File: config.mk
export PLATFORM = sky130hd
export DESIGN_NAME = add_seq
export DESIGN_NICKNAME = d
export VERILOG_FILES = /design/src/rtl/add_pkg.sv /design/src/rtl/add_chunk.sv /design/src/rtl/add_fa.sv /design/src/rtl/add_seq.sv
export SDC_FILE = /design/constraint.sdc
export NUM_CORES = 1
export LEC_CHECK = 0
export BUFFER_PORTS_ARGS = -buffer_cell sky130_fd_sc_hd__clkbuf_2
export CELL_PAD_IN_SITES_DETAIL_PLACEMENT = 1
export CELL_PAD_IN_SITES_GLOBAL_PLACEMENT = 1
export CORE_UTILIZATION = 47
export CTS_BUF_LIST = sky130_fd_sc_hd__clkbuf_2
export DETAILED_ROUTE_END_ITERATION = 8
export HOLD_SLACK_MARGIN = 0.03
export PLACE_DENSITY = 0.93
export SETUP_SLACK_MARGIN = 0.02
export SYNTH_ARGS = -nofsm -noshare
export SYNTH_HDL_FRONTEND = slang
export SYNTH_SLANG_ARGS = --single-unit
File: constraint.sdc
create_clock -name clk -period 5 [get_ports clk]
set_clock_uncertainty 0.15 [all_clocks]
set_input_delay 0 -clock clk [delete_from_list [all_inputs] [get_ports clk]]
set_output_delay 0 -clock clk [all_outputs]
set_load 0.01 [all_outputs]
File: src/rtl/add_pkg.sv
// Shared definitions for the sequential chunked adder: state encodings and
// a constant clog2 used to size the chunk index.
package add_pkg;

  localparam logic [1:0] ST_IDLE = 2'd0;
  localparam logic [1:0] ST_RUN  = 2'd1;
  localparam logic [1:0] ST_DONE = 2'd2;

  typedef enum logic [1:0] {
    IDLE = ST_IDLE,
    RUN  = ST_RUN,
    DONE = ST_DONE
  } state_t;

  function automatic int clog2(input int v);
    int r;
    r = 0;
    while ((1 << r) < v) r++;
    return r;
  endfunction

endpackage

File: src/rtl/add_chunk.sv
// Combinational CHUNK-bit ripple adder built from add_fa cells.
module add_chunk #(
  parameter int CHUNK = 8
) (
  input  logic [CHUNK-1:0] a,
  input  logic [CHUNK-1:0] b,
  input  logic             rin,
  output logic [CHUNK-1:0] s,
  output logic             rout
);

  logic [CHUNK:0] c;

  assign c[0] = rin;
  assign rout = c[CHUNK];

  for (genvar i = 0; i < CHUNK; i++) begin : g_bit
    add_fa u_fa (
      .a    (a[i]),
      .b    (b[i]),
      .rin  (c[i]),
      .s    (s[i]),
      .rout (c[i+1])
    );
  end

endmodule

File: src/rtl/add_fa.sv
// 1-bit full-adder cell, the building block of the chunk ripple adder.
module add_fa (
  input  logic a,
  input  logic b,
  input  logic rin,
  output logic s,
  output logic rout
);

  assign s    = a ^ b ^ rin;
  assign rout = (a & b) | (rin & (a ^ b));

endmodule

File: src/rtl/add_seq.sv
// Multi-cycle WIDTH-bit adder, CHUNK bits per cycle with a registered carry.
// Optional signed-overflow output enabled by defining ADD_SEQ_OVF_EN.
//
// state | meaning
// IDLE  | waiting for operands, in_ready=1
// RUN   | adding one chunk per cycle, idx selects the chunk
// DONE  | result valid, held until out_ready
module add_seq
  import add_pkg::*;
#(
  parameter int WIDTH = 32,
  parameter int CHUNK = 8
) (
  input  logic             clk,
  input  logic             rst,
  input  logic             in_valid,
  output logic             in_ready,
  input  logic [WIDTH-1:0] a,
  input  logic [WIDTH-1:0] b,
  input  logic             rin,
  output logic             out_valid,
  input  logic             out_ready,
  output logic [WIDTH-1:0] s,
  output logic             rout
`ifdef ADD_SEQ_OVF_EN
  ,
  output logic             ovf
`endif
);

  localparam int N  = WIDTH / CHUNK;
  localparam int IW = (clog2(N) > 1) ? clog2(N) : 1;

  state_t           state, state_n;
  logic [IW-1:0]    idx;
  logic             carry;
  logic [WIDTH-1:0] a_q, b_q;
  logic [CHUNK-1:0] sum;
  logic             c_out;
  logic             last;

  assign last = (idx == IW'(N - 1));

  add_chunk #(.CHUNK(CHUNK)) u_chunk (
    .a    (a_q[idx*CHUNK +: CHUNK]),
    .b    (b_q[idx*CHUNK +: CHUNK]),
    .rin  (carry),
    .s    (sum),
    .rout (c_out)
  );

  always_comb begin
    state_n   = state;
    in_ready  = 1'b0;
    out_valid = 1'b0;
    unique case (state)
      IDLE: begin
        in_ready = 1'b1;
        if (in_valid) state_n = RUN;
      end
      RUN: begin
        if (last) state_n = DONE;
      end
      DONE: begin
        out_valid = 1'b1;
        if (out_ready) state_n = IDLE;
      end
      default: state_n = IDLE;
    endcase
  end

  always_ff @(posedge clk or posedge rst) begin
    if (rst) state <= IDLE;
    else     state <= state_n;
  end

  always_ff @(posedge clk or posedge rst) begin
    if (rst) begin
      idx   <= '0;
      carry <= 1'b0;
      a_q   <= '0;
      b_q   <= '0;
      s     <= '0;
      rout  <= 1'b0;
`ifdef ADD_SEQ_OVF_EN
      ovf   <= 1'b0;
`endif
    end else begin
      unique case (state)
        IDLE: begin
          if (in_valid) begin
            a_q   <= a;
            b_q   <= b;
            carry <= rin;
            idx   <= '0;
          end
        end
        RUN: begin
          s[idx*CHUNK +: CHUNK] <= sum;
          carry                 <= c_out;
          if (last) begin
            rout <= c_out;
`ifdef ADD_SEQ_OVF_EN
            // sum[CHUNK-1] is the final s[WIDTH-1] on the last step
            ovf  <= (a_q[WIDTH-1] == b_q[WIDTH-1]) && (sum[CHUNK-1] != a_q[WIDTH-1]);
`endif
          end else begin
            idx <= idx + 1'b1;
          end
        end
        default: ;
      endcase
    end
  end

endmodule

==> impl_metrics.json, run 1 <==
{
  "status": "did not finish",
  "haltStage": "4_1_cts",
  "error": "[ERROR RSZ-0060] Max buffer count reached.",
  "initial_utilization": 0.481,
  "rows": 38,
  "syn_nets": 412,
  "holdBufCountCts": 116,
  "yosys_register_bits": 102,
  "synth_cell_types": 33,
  "die_y_um": 107,
  "die_x_um": 107,
  "cts_htree_levels": 3,
  "port_buffers": 103,
  "clock-sinks": 102,
  "cts_buffers": 9,
  "boundaryPins": 104,
  "cts_setup_buffers": 0,
  "netlist_area_um2": 5190,
  "postSynth.asyncResetShare": 1.00,
  "yosysWarningCount": 0,
  "cts_max_path_buffers": 2,
  "synth_flop_cell": "dfrtp_1",
  "synth-edff-count": 0,
  "syn_inst": 329,
  "ys_seq_area_frac": 0.492,
  "globalplace.congestion": 0.745,
  "dp_hpwl_um": 8910,
  "avgSynthCellArea_um2": 15.8,
  "cts-root-buf": "clkbuf_2",
  "ctsResizeCount": 0
}
kinds of logic after synthesis:
| kind of cell | count (synthesis) | synth area share |
|---|---|---|
| flops | 102 | 0.492 |
| mux | 97 | 0.289 |
| buf+inv | 50 | 0.0641 |
| simple gates | 44 | 0.0714 |
| compound gates | 22 | 0.0388 |
| fa+ha+maj | 14 | 0.0453 |
cell usage after synthesis (2+ instances only):
library cell	n	area share
dfrtp_1	102	0.49
mux2_4	60	0.17
inv_1	26	0.019
mux2_2	21	0.046
mux4_2	16	0.069
a32o_1	14	0.027
nor4bb_1	11	0.021
fa_1	8	0.031
nor4b_1	8	0.014
buf_2	7	0.0067
nor2b_1	7	0.0084
buf_12	6	0.023
ha_1	6	0.014
buf_6	4	0.0087
and4b_1	3	0.0058
clkbuf_1	3	0.0022
nand2b_1	3	0.0036
nand3b_1	3	0.0043
a211o_1	2	0.0034
a22o_1	2	0.0034
and3_1	2	0.0024
and3b_1	2	0.0034
buf_4	2	0.0029
nor2_1	2	0.0014
through the flow:
stage	utilization	instances	worst slack, ns	area (µm²)	hold WS [ns]
after detailed placement	0.528	554	0.185	5700	-0.130
after global placement	0.528	554	0.370	5700	-0.143
after floorplan	-	329	0.355	5190	-0.0424
==> run 2: changes to the inputs <==
Settings changed: CELL_PAD_IN_SITES_DETAIL_PLACEMENT 1 to default, CELL_PAD_IN_SITES_GLOBAL_PLACEMENT 1 to default, CORE_UTILIZATION 47 to 40, CTS_BUF_LIST sky130_fd_sc_hd__clkbuf_2 to default, HOLD_SLACK_MARGIN 0.03 to default, PLACE_DENSITY 0.93 to default, PLACE_DENSITY_LB_ADDON from default to 0.15, SETUP_SLACK_MARGIN 0.02 to default.
==> impl_metrics.json, run 2 <==
{
  "yosys_register_bits": 102,
  "ant_nets": 0,
  "antenna_found_initial": 0,
  "avgRoutedWirePerCell_um": 17.4,
  "die_x_um": 116,
  "finalHoldViolCount": 0,
  "num-fill-cells": 1088,
  "rsz0062_at_grt": "false",
  "layout_common_cells": "clkbuf_2 (103), dfrtp_1 (101), dlygate4sd3_1 (68), mux2_4 (60), inv_1 (25)",
  "start_kind": "register",
  "ys_seq_area_frac": 0.492,
  "synth_most_common_cell": "dfrtp_1",
  "core_um2": 12600,
  "grt_pass1_wl_um": 18600,
  "tightest_slew_ns": 1.20,
  "critical-path-max-stage-delay_ns": 0.45,
  "hold_path_class": "input pin to asynchronous set/reset pin",
  "die_y_um": 116,
  "initial_utilization": 0.411,
  "first_iter_violations": 180,
  "p_leak_nw": 3.22,
  "cts-root-buf": "clkbuf_16",
  "fin_setup_tns_ns": 0,
  "avgSynthCellArea_um2": 15.8,
  "whs_ns": 0.168,
  "yosysWarningCount": 0,
  "dr.pass1.iters": 4,
  "arrival_ns": 4.80,
  "clkSlewWorstSetupHoldPaths_ns": 0.07,
  "clk_latency_ns": 0.36,
  "finalSetupViolations": 0,
  "p_total_mw": 4.66,
  "place_ws_ns": 0.323,
  "port_buffers": 103,
  "crit_chain": "mux4_2, inv_1, fa_1, fa_1, fa_1, fa_1, inv_1, fa_1, inv_1, fa_1, fa_1, inv_1, fa_1, and4b_1, mux2_2",
  "dp_hpwl_um": 7940,
  "clock-sinks": 102,
  "synth_cell_types": 33,
  "fmax_mhz": 213,
  "synth_flop_cell": "dfrtp_1",
  "netlist_area_um2": 5190,
  "synth_top_area_frac": 0.492,
  "fin_ws_ns": 0.298,
  "grt_use_total": 0.191,
  "cts_max_path_buffers": 2,
  "postSynth.asyncResetShare": 1.00,
  "critPathRequiredTime_ns": 5.10,
  "status": "finished clean",
  "worstPathMaxFanout": 5,
  "globalplace.congestion": 0.770,
  "cts_setup_buffers": 0,
  "crit_type": "register to register",
  "r2r_cells": 15,
  "peakVddDrop_uv": 381,
  "rr_startpoint": "idx[0]$_DFFE_PP0P_",
  "cp_slowest_cell": "dfrtp_2",
  "crit_top_cell": "fa_1",
  "nets": 577,
  "rows": 41,
  "cts_tree": "yes",
  "synth-edff-count": 0,
  "drc": 0,
  "grt_pass1_vias": 3514,
  "via_per_inst": 4.88,
  "rr_endpoint": "s[15]$_DFFE_PP0P_",
  "final_common_cell": "clkbuf_2",
  "cts_buffers": 9,
  "syn_nets": 412,
  "maxCapViolCount": 0,
  "ctsResizeCount": 0,
  "grt_overflow": 0,
  "maxSlewHeadroom": 0.191,
  "boundaryPins": 104,
  "cts_htree_levels": 3,
  "drv_slew": 0,
  "synth_commonest_cells": "dfrtp_1 (102), mux2_4 (60), inv_1 (26), mux2_2 (21), mux4_2 (16)",
  "die_area_um2": 13400,
  "syn_inst": 329,
  "diodes": 0,
  "layout-drive-gt1-share": 0.451,
  "grt_start_max_net_pins": 60,
  "vias": 3275,
  "regToRegSetupSlack_ns": 0.30,
  "end_kind": "register",
  "reg_top3": "a_q x32, b_q x32, s x32",
  "post-route-period-util": 0.940,
  "synth.area.top_cells": "dfrtp_1 (49%), mux2_4 (17%), mux4_2 (6.9%)",
  "pwr_density_cell_nw_per_um2": 696,
  "yosysTopAreaCell": "dfrtp_1",
  "period_minus_slack_ns": 4.70,
  "area_delta_synth_final_pct": 29.1,
  "drt-total-wl_um": 11700
}
[run 2: cell counts after synthesis]
Identical to the previous run, type by type.
[run 2: power breakdown]
group,switching (mW),internal (mW),total (mW)
logic,1.23,1.32,2.55
registers,0.255,1.20,1.46
clock network,0.303,0.349,0.652
[run 2: layout make-up]
type	instances	area, µm²	share of cell area
flip-flops and latches	102	2550	0.381
repair buffers	178	1250	0.186
multi-input cells	177	2310	0.345
clock buffers	12	246	0.0368
clock inverters	4	22.5	0.00336
inverters	26	100	0.0149
well taps	172	215	0.0321
[run 2: how the worst max path moves through the flow]
stage,slack [ns],cells after the start,start,endpoint
6_report,0.30,15,idx[0]$_DFFE_PP0P_,s[15]$_DFFE_PP0P_
5_1_grt,0.06,15,idx[0]$_DFFE_PP0P_,s[15]$_DFFE_PP0P_
4_1_cts,0.30,15,idx[0]$_DFFE_PP0P_,s[15]$_DFFE_PP0P_
3_5_place_dp,0.32,15,idx[0]$_DFFE_PP0P_,s[15]$_DFFE_PP0P_
3_3_place_gp,0.35,15,idx[0]$_DFFE_PP0P_,s[15]$_DFFE_PP0P_
2_1_floorplan,0.36,16,idx[0]$_DFFE_PP0P_,s[15]$_DFFE_PP0P_
[run 2: routing by layer]
metal	up-vias	GRT usage	wire length, µm
met4	0	0.0581	161
met5	-	0	0
met1	1658	0.240	5230
met2	79	0.320	5840
met3	11	0.0539	449
li1	1527	-	-
[run 2: timing repair]
| action | in CTS | in global routing |
|---|---|---|
| endpoints found under the setup margin | 0 | 0 |
| endpoints found under the hold margin | 125 | 0 |
| hold buffers | 68 | 0 |
[run 2: critical path: cells and delay by family (launching register included)]
| kind | cells | cell delay [ns] |
|---|---|---|
| and+or+nand+nor | 1 | 0.22 |
| buffers and inverters | 4 | 0.25 |
| adders and majority gates | 8 | 2.91 |
| muxes | 2 | 0.59 |
| DFF | 1 | 0.45 |
[run 2: kinds of logic after synthesis]
logic type	count (synthesis)	share of synthesized area
muxes	97	0.289
and+or+nand+nor	44	0.0714
buffers and inverters	50	0.0641
DFF	102	0.492
AOI/OAI and AO/OA	22	0.0388
adders and majority gates	14	0.0453
[run 2: stage by stage]
stage               cell area, µm²  std cells   util
finish                        6700        671  0.531
CTS                           6700        671  0.531
floorplan                     5190        329      -
detailed placement            5750        587  0.455
global placement              5750        587  0.455
global route                  6700        671  0.531
(Power assumes the default switching activity.)
